===== src/rtl/rr_arb2_select_pkg.sv =====
// rr_arb2_select_pkg: shared state encodings and default parameters for the 2-way round-robin arbiter.
package rr_arb2_select_pkg;

    typedef enum logic {
        ARB_IDLE  = 1'b0,
        ARB_GRANT = 1'b1
    } arb_state_e;

    localparam int DEF_MAX_HOLD = 4;
    localparam int DEF_HOLD_W   = 3;
    localparam int DEF_STAT_W   = 8;

endpackage


===== src/rtl/rr_arb2_select_stat_ctr.sv =====
// rr_arb2_stat_ctr: saturating event counter with increment and synchronous clear.
module rr_arb2_stat_ctr #(
    parameter int W = 8
) (
    input  logic         clk,
    input  logic         rst,
    input  logic         inc,
    input  logic         clr,
    output logic [W-1:0] cnt
);

    logic [W-1:0] cnt_q, cnt_d;

    always_comb begin
        cnt_d = clr ? '0 : (inc && !(&cnt_q)) ? cnt_q + 1'b1 : cnt_q;
    end

    always_ff @(posedge clk or posedge rst) begin
        if (rst) cnt_q <= '0;
        else     cnt_q <= cnt_d;
    end

    assign cnt = cnt_q;

endmodule


===== src/rtl/rr_arb2_select.sv =====
// rr_arb2_select: 2-requester round-robin arbiter with bounded grant hold, driving a 1-to-2 decoder.
// Define ARB_STATS_EN to build the per-requester saturating grant-event counters.
module rr_arb2_select
    import rr_arb2_select_pkg::*;
#(
    parameter int MAX_HOLD = DEF_MAX_HOLD,
    parameter int HOLD_W   = DEF_HOLD_W,
    parameter int STAT_W   = DEF_STAT_W
) (
    input  logic              clk,
    input  logic              rst,
    input  logic [1:0]        req,
    output logic              sel,
    output logic              sel_en,
    output logic              busy,
    output logic [STAT_W-1:0] grant_cnt0,
    output logic [STAT_W-1:0] grant_cnt1
);

    arb_state_e        state_q, state_d;
    logic              sel_q, sel_d;
    logic              last_q, last_d;
    logic [HOLD_W-1:0] hold_q, hold_d;
    logic              own, oth;

    assign own = req[sel_q];
    assign oth = req[~sel_q];

    always_comb begin
        state_d = state_q;
        sel_d   = sel_q;
        last_d  = last_q;
        hold_d  = hold_q;
        if (state_q == ARB_IDLE) begin
            if (|req) begin
                state_d = ARB_GRANT;
                sel_d   = (req == 2'b11) ? ~last_q : req[1];
                last_d  = sel_d;
                hold_d  = '0;
            end
        end else if (!own && !oth) begin
            state_d = ARB_IDLE;
            hold_d  = '0;
        end else if (!own || (MAX_HOLD != 0 && hold_q == HOLD_W'(MAX_HOLD - 1))) begin
            // owner released, or its hold budget ran out while the other waits
            sel_d  = ~sel_q;
            last_d = ~sel_q;
            hold_d = '0;
        end else begin
            hold_d = (oth && MAX_HOLD != 0) ? hold_q + 1'b1 : '0;
        end
    end

    always_ff @(posedge clk or posedge rst) begin
        if (rst) begin
            state_q <= ARB_IDLE;
            sel_q   <= 1'b0;
            last_q  <= 1'b1;
            hold_q  <= '0;
        end else begin
            state_q <= state_d;
            sel_q   <= sel_d;
            last_q  <= last_d;
            hold_q  <= hold_d;
        end
    end

    assign sel    = sel_q;
    assign sel_en = (state_q == ARB_GRANT);
    assign busy   = sel_en;

`ifdef ARB_STATS_EN
    logic grant_ev;
    assign grant_ev = (state_d == ARB_GRANT) && (state_q == ARB_IDLE || sel_d != sel_q);

    rr_arb2_stat_ctr #(.W(STAT_W)) u_cnt0 (
        .clk (clk),
        .rst (rst),
        .inc (grant_ev && !sel_d),
        .clr (1'b0),
        .cnt (grant_cnt0)
    );

    rr_arb2_stat_ctr #(.W(STAT_W)) u_cnt1 (
        .clk (clk),
        .rst (rst),
        .inc (grant_ev && sel_d),
        .clr (1'b0),
        .cnt (grant_cnt1)
    );
`else
    assign grant_cnt0 = '0;
    assign grant_cnt1 = '0;
`endif

endmodule


===== config.mk =====
export PLATFORM = sky130hd
export DESIGN_NAME = rr_arb2_select
export DESIGN_NICKNAME = d
export VERILOG_FILES = /design/src/rtl/rr_arb2_select_pkg.sv /design/src/rtl/rr_arb2_select_stat_ctr.sv /design/src/rtl/rr_arb2_select.sv
export SDC_FILE = /design/constraint.sdc
export NUM_CORES = 1
export LEC_CHECK = 0
export ABC_AREA = 1
export CORE_AREA = 2 2 39 41
export CTS_CLUSTER_DIAMETER = 30
export CTS_CLUSTER_SIZE = 30
export DETAILED_ROUTE_END_ITERATION = 8
export DIE_AREA = 0 0 41 43
export PLACE_DENSITY = 0.72
export SETUP_SLACK_MARGIN = 0.5
export SYNTH_ARGS = -nofsm -noshare
export SYNTH_HDL_FRONTEND = slang
export SYNTH_SLANG_ARGS = --single-unit
export TNS_END_PERCENT = 20

===== constraint.sdc =====
create_clock -name clk -period 1.5 [get_ports clk]
set_input_delay 0.375 -clock clk [delete_from_list [all_inputs] [get_ports clk]]
set_output_delay 0.375 -clock clk [all_outputs]
set_load 0.02 [all_outputs]

==> run metrics, run 1 <==
Worst Hold Class=input pin to async pin; XOR/XNOR share of the synthesized area=0; Hold Fails Final Rpt=0; clk sinks=6; RSZ-0062 raised after global routing=true; die height=between 40 and 50 um; Max Fclk=843 MHz; critical path arrival=about 1.4 ns; Final ANT Viol Nets=0; pin count of the biggest net entering global routing=7; Die W=41 um; Root Buffer=clkbuf_4; CTS tree=done; core footprint=~0.0014 mm2; CP required=~1.7 ns; synth warn=0; Vias=342; Synth Area in Simple Gates=0.247; compound-cell area share of the yosys netlist=0.0421; GR Util All Layers=0.105; routed wire length=roughly 670 um; outcome=finished, final reports clean; DRT Pass-1 Iters=2; # fillers=166; wire per inst=7.64 um; Layout Nets=79; Synth-to-Final Area Change=14.5%; initial antenna violation count=0; First DRT Iteration DRCs=3; Worst-path clk slew=0.05 ns; grt ovf=0; Yosys cell types=14; register area share after synthesis=0.318; Final setup viols=0; ANT cells=0; Max stage delay cell, worst path=dfrtp_1; Cells after DPL=82; initial core utilization=0.344; Max Slew Vio Count=0; Clock Latency Late Sink=0.24 ns; number of global-route vias before repair=320; maxcap violations=0; Residual DRC=0; Setup Crit Path Kind=flip-flop to flip-flop; DP HPWL=roughly 560 um; syn avg cell area=between 7 and 8 um2; layout cells sized above 1=0.292; GP Congestion=0.708; IO buf count=6; CTS buffer count=3; Post-Syn Area=475 um2; final cell count without fillers=88; clk buf depth=2; register bit total from synthesis=6; peak supply drop=0.643 mV; die area=0.00176 mm2; H-tree Lvls=1; crit share post-route=0.791; Setup TNS=0 ns; Tmin final=1.19 ns; crit path buf inv count=0; Worst path max stage delay=0.38 ns; Setup Skew=0.00409 ns; # rows=14; CP dominant cell by count=nand2_1; leak pwr=0.297 nW; endpoint class of the critical path=flip-flop; Ports=23; kind of cell adding the most delay to the critical path=flip-flops; synthesized-area fraction occupied by adder cells=0.0526; PwrDens=1290 mW/mm2; main combinational cell family by area after synthesis=buffers and inverters; Post-Syn Instances=between 60 and 70; global-route wire length before repair=about 1200 um; post-DR vias/cell=3.89; multiplexer share of the synthesized area=0; critical path cell sequence=ha_2, ha_4, nor2_4, nand3_4, nand2_2, nand2_1, nand2_1; Critical Path Start Type=flip-flop; worst-path fanout max=5
-- per-layer routing --
| layer | part of all wire | global-route usage |
|---|---|---|
| met4 | 0.016 | 0.120 |
| met2 | 0.56 | 0.166 |
| met3 | 0.083 | 0.0157 |
| met5 | 0 | 0 |
| met1 | 0.34 | 0.0993 |
-- final timing paths --
kind / start / to / slack [ns] / cells past startpoint
setup / recovery: hold_q[1] / sel / 0.31 / 7
hold reg to reg: last_q / last_q / 0.46 / 2
max in group asynchronous: rst / last_q / 0.90 / 2
hold / removal: rst / hold_q[2] / 0.35 / 2
setup reg to reg: hold_q[1] / sel / 0.31 / 7
min in group clk: last_q / last_q / 0.46 / 2
-- stage by stage --
stage	utilization	total power, W	cell area [um2]	hold slack, ns	worst slack [ns]
2_1_floorplan	-	0.000483	552	0.165	0.379
3_3_place_gp	0.370	0.000536	512	0.452	0.0716
3_5_place_dp	0.370	0.000543	512	0.452	0.0531
4_1_cts	0.389	0.000706	538	0.342	0.306
5_1_grt	0.393	0.000761	544	0.370	0.238
6_report	0.393	0.000701	544	0.347	0.314
-- logic make-up after synthesis --
family | count (synthesis)
AO/OA/AOI/OAI | 4
adder cells (fa/ha/maj) | 2
buffers and inverters | 25
flip-flops | 6
other | 1
AND/OR/NAND/NOR | 23
-- cells in the mapped netlist (all sizes together) --
cell   number  area (um2)
o21ai       4        20.0
nand3       3        27.5
buf        17         128
ha          2        25.0
inv         8        30.0
nand2      18        75.1
dfstp       1        26.3
conb        1        3.75
nor2        2        15.0
dfrtp       5         125
-- timing repair --
action	in CTS	in global routing
hold buffers	0	0
endpoints found under the setup margin	8	8
setup buffers	2	0
cloned	0	0
pin swaps	1	1
endpoints found under the hold margin	0	0
resized for setup	12	2
-- placed cells by master, fill, tap and decap left out, types with 3 or more instances in the layout --
cell type        netlist  layout
dfrtp_1                5       5
buf_4                 17       3
nand2_1               15      15
nand2_2                3       3
buf_2                  0       3
clkbuf_4               0       3
o21ai_1                4       3
clkdlybuf4s50_1        0       3
inv_1                  7       7
conb_1                 1      16
-- sequential cells by signal, indices dropped and copies added, names as in the netlist --
register,count
last_q,1
hold_q,3
busy,1
sel,1
-- layout make-up --
cell class | instances | area, um2 | area share
multi-input combinational | 45 | 249 | 0.457
clock buffer | 4 | 26.3 | 0.0483
timing repair buffer | 9 | 67.6 | 0.124
sequential | 6 | 151 | 0.278
inverter | 8 | 30.0 | 0.0552
tap | 16 | 20.0 | 0.0368
-- report_power, final --
part | leakage (nW) | internal [W] | switching (W)
clock | 0.0150 | 0.000101 | 0.0000549
combinational | 0.208 | 0.000116 | 0.000194
sequential | 0.0740 | 0.000214 | 0.0000217
total | 0.297 | 0.000431 | 0.000271
Note: power is estimated with default switching activity, not from simulation.
==> run 2, diff against run 1 <==
Clock period 1.5 ns to 1.1 ns, I/O delays scaled along.
==> run 2 against run 1 <==
Compared with the run above:
- the run now ends with setup timing left
- core utilization increased by 1.4 points
- sequential share of layout area fell by 0.93 points
- largest cell class unchanged
- first-iteration DRC count is 67% lower
- via count is 4.4% lower
- sequential cell count unchanged
- clock power rose by 35%
- critical path depth decreased by 1
- global-route usage decreased by 0.79 points
- cell count did not move
- non-clock buffer count unchanged
- critical endpoint unchanged
- die area did not move
- clock skew increased by 0.0059 ns
==> run metrics, run 2 (same netlist as run 1, synthesis figures left out) <==
outcome=finished with violations; failing checks=setup timing; die height=43 um; initial core utilization=0.344; grt ovf=0; die area=about 0.0018 mm2; crit share post-route=1.07; R2R setup slack=-0.08 ns; Hold Fails Final Rpt=0; post-DR vias/cell=3.72; # rows=14; layout cells sized above 1=0.278; Residual DRC=0; Die W=41 um; peak supply drop=0.817 mV; wire per inst=7.15 um; Ports=23; worst-path fanout max=5; Worst path max stage delay=roughly 0.38 ns; Tmin final=1.18 ns; routed wire length=629 um; Root Buffer=clkbuf_4; global-route wire length before repair=about 1100 um; endpoint class of the critical path=flip-flop; leak pwr=0.317 nW; capturing point of the worst reg2reg path=sel; Worst Hold Class=input pin to async pin; Worst-path clk slew=approximately 0.05 ns; core footprint=0.00138 mm2; CP required=1.22 ns; commonest non-fill, non-tap cell in the layout=conb_1; IO buf count=6; PwrDens=1730 mW/mm2; Crit Reg-Reg Startpoint=hold_q[1]; Post-CTS Hold Fix Bufs=0; CTS buffer count=3; Critical Path Start Type=flip-flop; pin count of the biggest net entering global routing=7; Setup Skew=0.00996 ns; Vias=327; Layout Nets=79; Clock Latency Late Sink=0.24 ns; critical path cell sequence=ha_2, ha_4, nor2_4, nand3_4, nand3_2, nand2_1; commonest cells after routing, fill and taps aside=conb_1 (16), nand2_1 (15), inv_1 (6), dfrtp_1 (5), o21ai_1 (4); clk sinks=6; Final setup viols=5; setup slack after layout=-0.0818 ns; First DRT Iteration DRCs=1; maxcap violations=0; initial antenna violation count=0; CTS tree=done; post-CTS setup buffer count=0; Max stage delay cell, worst path=dfrtp_1; critical path arrival=1.30 ns; kind of cell adding the most delay to the critical path=flip-flops; GR Util All Layers=0.0975; DP HPWL=566 um; clk buf depth=2; Largest register FFs=3; H-tree Lvls=1; Setup Crit Path Kind=flip-flop to flip-flop; DRT Pass-1 Iters=2; Synth-to-Final Area Change=18.4%; RSZ-0062 raised after global routing=true; Post-Place Worst Slack=-0.253 ns; number of global-route vias before repair=between 200 and 300; Max Fclk=846 MHz; Biggest register=hold_q; hold_ws=~0.25 ns; ANT cells=0; GP Congestion=~0.7; Max Slew Vio Count=0; crit path buf inv count=0; FF-to-FF path depth=6; Final ANT Viol Nets=0
==> run 2: how the worst max path moves through the flow <==
stage               depth (start not counted)      start         to
detailed placement                          5     req[1]  hold_q[0]
global placement                            6     req[0]  hold_q[0]
floorplan                                   6  hold_q[0]        sel
finish                                      6  hold_q[1]        sel
global route                                6  hold_q[1]        sel
CTS                                         6  hold_q[1]        sel
==> run 2: area by class of cell <==
class / count / area, um2
flip-flops and latches: 6 / 151
inverters: 8 / 30.0
clock buffers: 4 / 26.3
repair buffers: 9 / 87.6
well taps: 16 / 20.0
multi-input cells: 45 / 248
fillers: 153 / 821
==> run 2: what timing repair did <==
action,4_1_cts,5_1_grt
pin swaps,1,0
resized for setup,19,3
setup endpoints to repair,9,9
endpoints found under the hold margin,0,0
==> run 2: stage by stage <==
step                      area [um2]  setup TNS, ns  instances  utilization  total power (W)
after CTS                        554         -0.390         88        0.401         0.000993
after global routing             563         -0.699         88        0.407          0.00106
final                            563         -0.300         88        0.407         0.000974
after detailed placement         527          -1.49         84        0.381         0.000768
after global placement           527          -1.34         84        0.381         0.000752
after floorplan                  552        -0.0208         76            -         0.000658
==> run 2: where the power goes <==
group	switching (W)	total, W	leakage (nW)	internal, W
registers	0.0000388	0.000331	0.0740	0.000293
logic	0.000257	0.000434	0.228	0.000177
clock network	0.0000721	0.000209	0.0150	0.000137
==> run 2: per-layer routing <==
layer  track usage  vias to the layer above  wire [um]
met3        0.0157                        0         53
met5             0                        -          0
met1         0.127                      136        287
li1              -                      175          -
met2         0.134                       16        288
met4        0.0800                        0          0
==> run 3, diff against run 2 <==
Settings changed: TNS_END_PERCENT 20 to unset.
==> run 3 against run 2 <==
Compared with the run above:
- the run still ends with setup timing left
- design area rose by 0.67%
- via count rose by 4.0%
- sequential share of layout area barely moved
- clock power barely moved
- worst setup slack got worse by 0.0051 ns
- combinational power rose by 3%
- clock-buffer cell count did not move
- first-iteration DRC count rose to 10 times the previous value
- core utilization rose by 0.27 points
- cell count did not move
- worst hold slack got worse by 0.0040 ns
- largest power group unchanged
==> run metrics, run 3 (same netlist as run 1, synthesis figures left out) <==
outcome=finished with violations; failing checks=setup timing; RSZ-0062 raised after global routing=true; worst-path fanout max=5; Die W=41 um; total power=0.000989 W; Critical Path Start Type=flip-flop; Final ANT Viol Nets=0; Crit Reg-Reg Startpoint=hold_q[0]; CP required=1.23 ns; DRT Pass-1 Iters=4; post-CTS setup buffer count=0; Post-CTS Hold Fix Bufs=0; R2R setup slack=-0.09 ns; CTS buffer count=3; # fillers=152; # rows=14; First DRT Iteration DRCs=10; die area=~0.0018 mm2; initial antenna violation count=0; post-DR vias/cell=3.86; maxcap violations=0; Setup Crit Path Kind=flip-flop to flip-flop; leak pwr=0.317 nW; endpoint class of the critical path=flip-flop; layout cells sized above 1=0.306; number of global-route vias before repair=307; Tmin final=1.19 ns; Final setup viols=5; Setup Skew=about 0.008 ns; Root Buffer=clkbuf_4; H-tree Lvls=1; FF-to-FF path depth=6; DP HPWL=between 500 and 600 um; critical path cell sequence=ha_2, ha_4, nor2_4, nand3_4, nand3_2, nand2_2; grt ovf=0; commonest cells after routing, fill and taps aside=conb_1 (16), nand2_1 (14), inv_1 (6), o21ai_1 (4), dfrtp_1 (4); Hold Fails Final Rpt=0; routed wire length=663 um; capturing point of the worst reg2reg path=sel; Max Fclk=around 840 MHz; Clock Latency Late Sink=0.24 ns; GP Congestion=slightly above 0.7; ANT cells=0; initial core utilization=0.344; crit share post-route=1.08; Max Slew Vio Count=0; wire per inst=7.53 um; PwrDens=1750 mW/mm2; Residual DRC=0; CP startpoint=hold_q[0]; Vias=340; clk buf depth=2; setup slack after layout=-0.0869 ns; Worst-path clk slew=0.05 ns; Max stage delay cell, worst path=dfrtp_1; Biggest register=hold_q; commonest non-fill, non-tap cell in the layout=conb_1; GR Util All Layers=0.103; Largest register FFs=3; Ports=23; IO buf count=6; die height=43 um; core footprint=0.00138 mm2; Synth-to-Final Area Change=19.2%; Worst path max stage delay=about 0.38 ns; peak supply drop=slightly below 0.8 mV; global-route wire length before repair=1170 um; Worst Hold Class=input pin to async pin; hold_ws=0.242 ns; clk sinks=6; critical path arrival=around 1.3 ns; CTS tree=done; pin count of the biggest net entering global routing=7; Layout Nets=79
==> run 3: changes by cell type in the layout (fill, tap and decap cells not counted) <==
cell	delta
nand2_1	-1
dfrtp_1	-1
nand2_2	+1
dfrtp_2	+1
==> run 3: repair_timing <==
item,in CTS,in global routing
setup endpoints to repair,9,9
pin swaps,1,0
gates resized for setup,19,4
==> run 3: power by group <==
| group | internal [W] | leakage [nW] | switching, W | total [W] |
|---|---|---|---|---|
| logic | 0.000182 | 0.228 | 0.000266 | 0.000448 |
| registers | 0.000293 | 0.0734 | 0.0000364 | 0.000329 |
| clock network | 0.000137 | 0.0150 | 0.0000753 | 0.000212 |
| total | 0.000612 | 0.317 | 0.000377 | 0.000989 |
==> run 3: stage by stage <==
| step | TNS [ns] | std cells | setup slack (ns) | utilization | cell area [um2] |
|---|---|---|---|---|---|
| 2_1_floorplan | -0.0206 | 76 | -0.0205 | - | 553 |
| 3_3_place_gp | -1.33 | 84 | -0.219 | 0.382 | 528 |
| 3_5_place_dp | -1.38 | 84 | -0.223 | 0.382 | 528 |
| 4_1_cts | -0.377 | 88 | -0.101 | 0.401 | 554 |
| 5_1_grt | -0.625 | 88 | -0.141 | 0.410 | 567 |
| 6_report | -0.300 | 88 | -0.0869 | 0.410 | 567 |
==> run 3: worst max-delay path by stage <==
stage | endpoint | slack [ns] | depth (start not counted)
CTS | sel | -0.10 | 6
global route | hold_q[0] | -0.14 | 5
finish | sel | -0.09 | 6
detailed placement | hold_q[0] | -0.22 | 6
floorplan | sel | -0.02 | 6
global placement | hold_q[0] | -0.22 | 6
==> run 3: area by class of cell <==
cell class	instances	area, um2	area share
clock buffers	4	26.3	0.0464
inverters	8	30.0	0.0530
multi-input cells	45	250	0.442
flip-flops and latches	6	153	0.269
well taps	16	20.0	0.0353
repair buffers	9	87.6	0.155
==> run 3: metal layers <==
| layer | share of wire | up-vias | routed length, um | track usage |
|---|---|---|---|---|
| li1 | - | 173 | - | - |
| met1 | 0.41 | 150 | 273 | 0.116 |
| met2 | 0.51 | 17 | 336 | 0.153 |
| met3 | 0.078 | 0 | 52 | 0.0314 |
| met4 | 0 | 0 | 0 | 0.0800 |
| met5 | 0 | - | 0 | 0 |
==> run 3: worst max-delay path: cells and delay by family (launching register included) <==
| family | cells | cell delay, ns |
|---|---|---|
| adders and majority gates | 2 | 0.36 |
| DFF | 1 | 0.38 |
| and+or+nand+nor | 4 | 0.33 |
==> RTL change: new RTL, config.mk and constraints of run 1 <==
Change the package constant `DEF_STAT_W` from 8 to 10.
--- a/src/rtl/rr_arb2_select_pkg.sv
+++ b/src/rtl/rr_arb2_select_pkg.sv
@@ -8,7 +8,7 @@
 
     localparam int DEF_MAX_HOLD = 4;
     localparam int DEF_HOLD_W   = 3;
-    localparam int DEF_STAT_W   = 8;
+    localparam int DEF_STAT_W   = 10;
 
 endpackage
 
Interface: changed (resized grant_cnt0 and grant_cnt1); port bits go from 23 to 27. The function was not compared with the original's and may differ.
==> RTL change against run 1 <==
Worst setup slack lost 0.0015 ns; via count rose by 3.5%; sequential power rose by 3%; design area rose by 4.8%; power is 4.9% higher; critical path depth is 1 lower; global-route usage increased by 0.091 points; sequential cell count stayed put; wire length rose by 6.1%; synthesized area up 6.3%; sequential share of layout area down 1.3 points; count of clock-buffer cells in the layout unchanged; critical endpoint unchanged; largest cell class unchanged; largest power group unchanged.
==> RTL change: results (changes against run 1) <==
[status]
status=finished clean

[sta]
hold-worst-slack_ns=0.347  ; -0.000116 ns

[place]
dpl_cell_area_um2=527  ; +2.9%
place_congestion=0.792  ; +12%
numPlacedInstances=86  ; +4.9%
pre_cts_ws_ns=0.0640  ; +0.0109 ns

[setup_path]
timing.critical_path.fanout_max=5  ; unchanged
critical_path_arrival_ns=1.32  ; -0.04 ns
timing.reg2reg.worst_path_depth=6  ; -1

[finish]
final_layout_size_suffix_gt1_frac=0.276  ; -0.0154
stdcell_count=92  ; +4.5%
nFillCells=144  ; -13%

[synth]
synth_cell_types=14  ; unchanged
synth_top_cells_by_count=sky130_fd_sc_hd__buf_4, sky130_fd_sc_hd__nand2_1, sky130_fd_sc_hd__inv_1, sky130_fd_sc_hd__dfrtp_1, sky130_fd_sc_hd__o21ai_1
sequential_element_share_of_the_synthesized_area=0.300  ; -0.0189
netlist_instances=65  ; +6.6%
synth.top_cells.by_area=sky130_fd_sc_hd__buf_4, sky130_fd_sc_hd__dfrtp_1, sky130_fd_sc_hd__nand2_1

[routing]
viasPerCell=3.85  ; -0.99%
drt-wirelength-per-cell_um=7.75  ; +1.5%
drtPass1Iterations=3  ; +1

[pwr]
worst_ir_drop_vdd_v=0.000638  ; -0.76%
power-per-cell-area_nw_per_um2=1290  ; about the same
power.static_leakage_nw=0.312  ; +5.2%

[grt]
met1_usage=0.119  ; +0.0195
gr-usage-all-layers=0.106  ; +0.000905
gr-usage-met3=0.0471  ; +0.0314
via_count_of_the_first_global_routing_pass=309  ; -3.4%
grt.met2_usage=0.141  ; -0.0250
grt_max_degree=7  ; unchanged

==> RTL change: worst max path at each step <==
stage                 to  slack [ns]  cells past startpoint
2_1_floorplan        sel        0.38                      6
3_3_place_gp   hold_q[1]        0.06                      5
3_5_place_dp   hold_q[0]        0.06                      5
4_1_cts              sel        0.31                      6
5_1_grt        hold_q[0]        0.25                      6
6_report             sel        0.31                      6
==> RTL change: kinds of logic after synthesis <==
family,share of synthesized area
AND/OR/NAND/NOR,0.233
other,0.00742
flip-flops,0.300
adder cells (fa/ha/maj),0.0495
AO/OA/AOI/OAI,0.0396
buffers and inverters,0.371
==> RTL change: critical path, stage by stage (launching register included) <==
cell                      delay [ns]
sky130_fd_sc_hd__dfrtp_1        0.40
sky130_fd_sc_hd__ha_4           0.18
sky130_fd_sc_hd__ha_4           0.16
sky130_fd_sc_hd__nor2_4         0.09
sky130_fd_sc_hd__nand3_4        0.11
sky130_fd_sc_hd__nand3_2        0.09
sky130_fd_sc_hd__nand2_1        0.05
==> RTL change: final cells by class <==
cell class,instances,area share
inverter,8,0.0526
sequential,6,0.265
clock buffer,4,0.0461
tap,16,0.0351
multi-input combinational,49,0.482
timing repair buffer,9,0.118
==> RTL change: metal layers <==
layer / vias up / routed length (µm)
li1: 175 / -
met1: 160 / 277
met2: 15 / 355
met3: 4 / 52
met4: 0 / 29
met5: - / 0
==> RTL change: where the power goes <==
part | internal, mW | switching, mW
sequential | 0.214 | 0.0285
combinational | 0.122 | 0.207
clock | 0.101 | 0.0628
==> RTL change: repair_timing <==
| item | CTS | global route |
|---|---|---|
| pin swaps | 1 | 1 |
| buffers inserted | 2 | 0 |
| endpoints found under the setup margin | 8 | 8 |
| resized for setup | 12 | 3 |
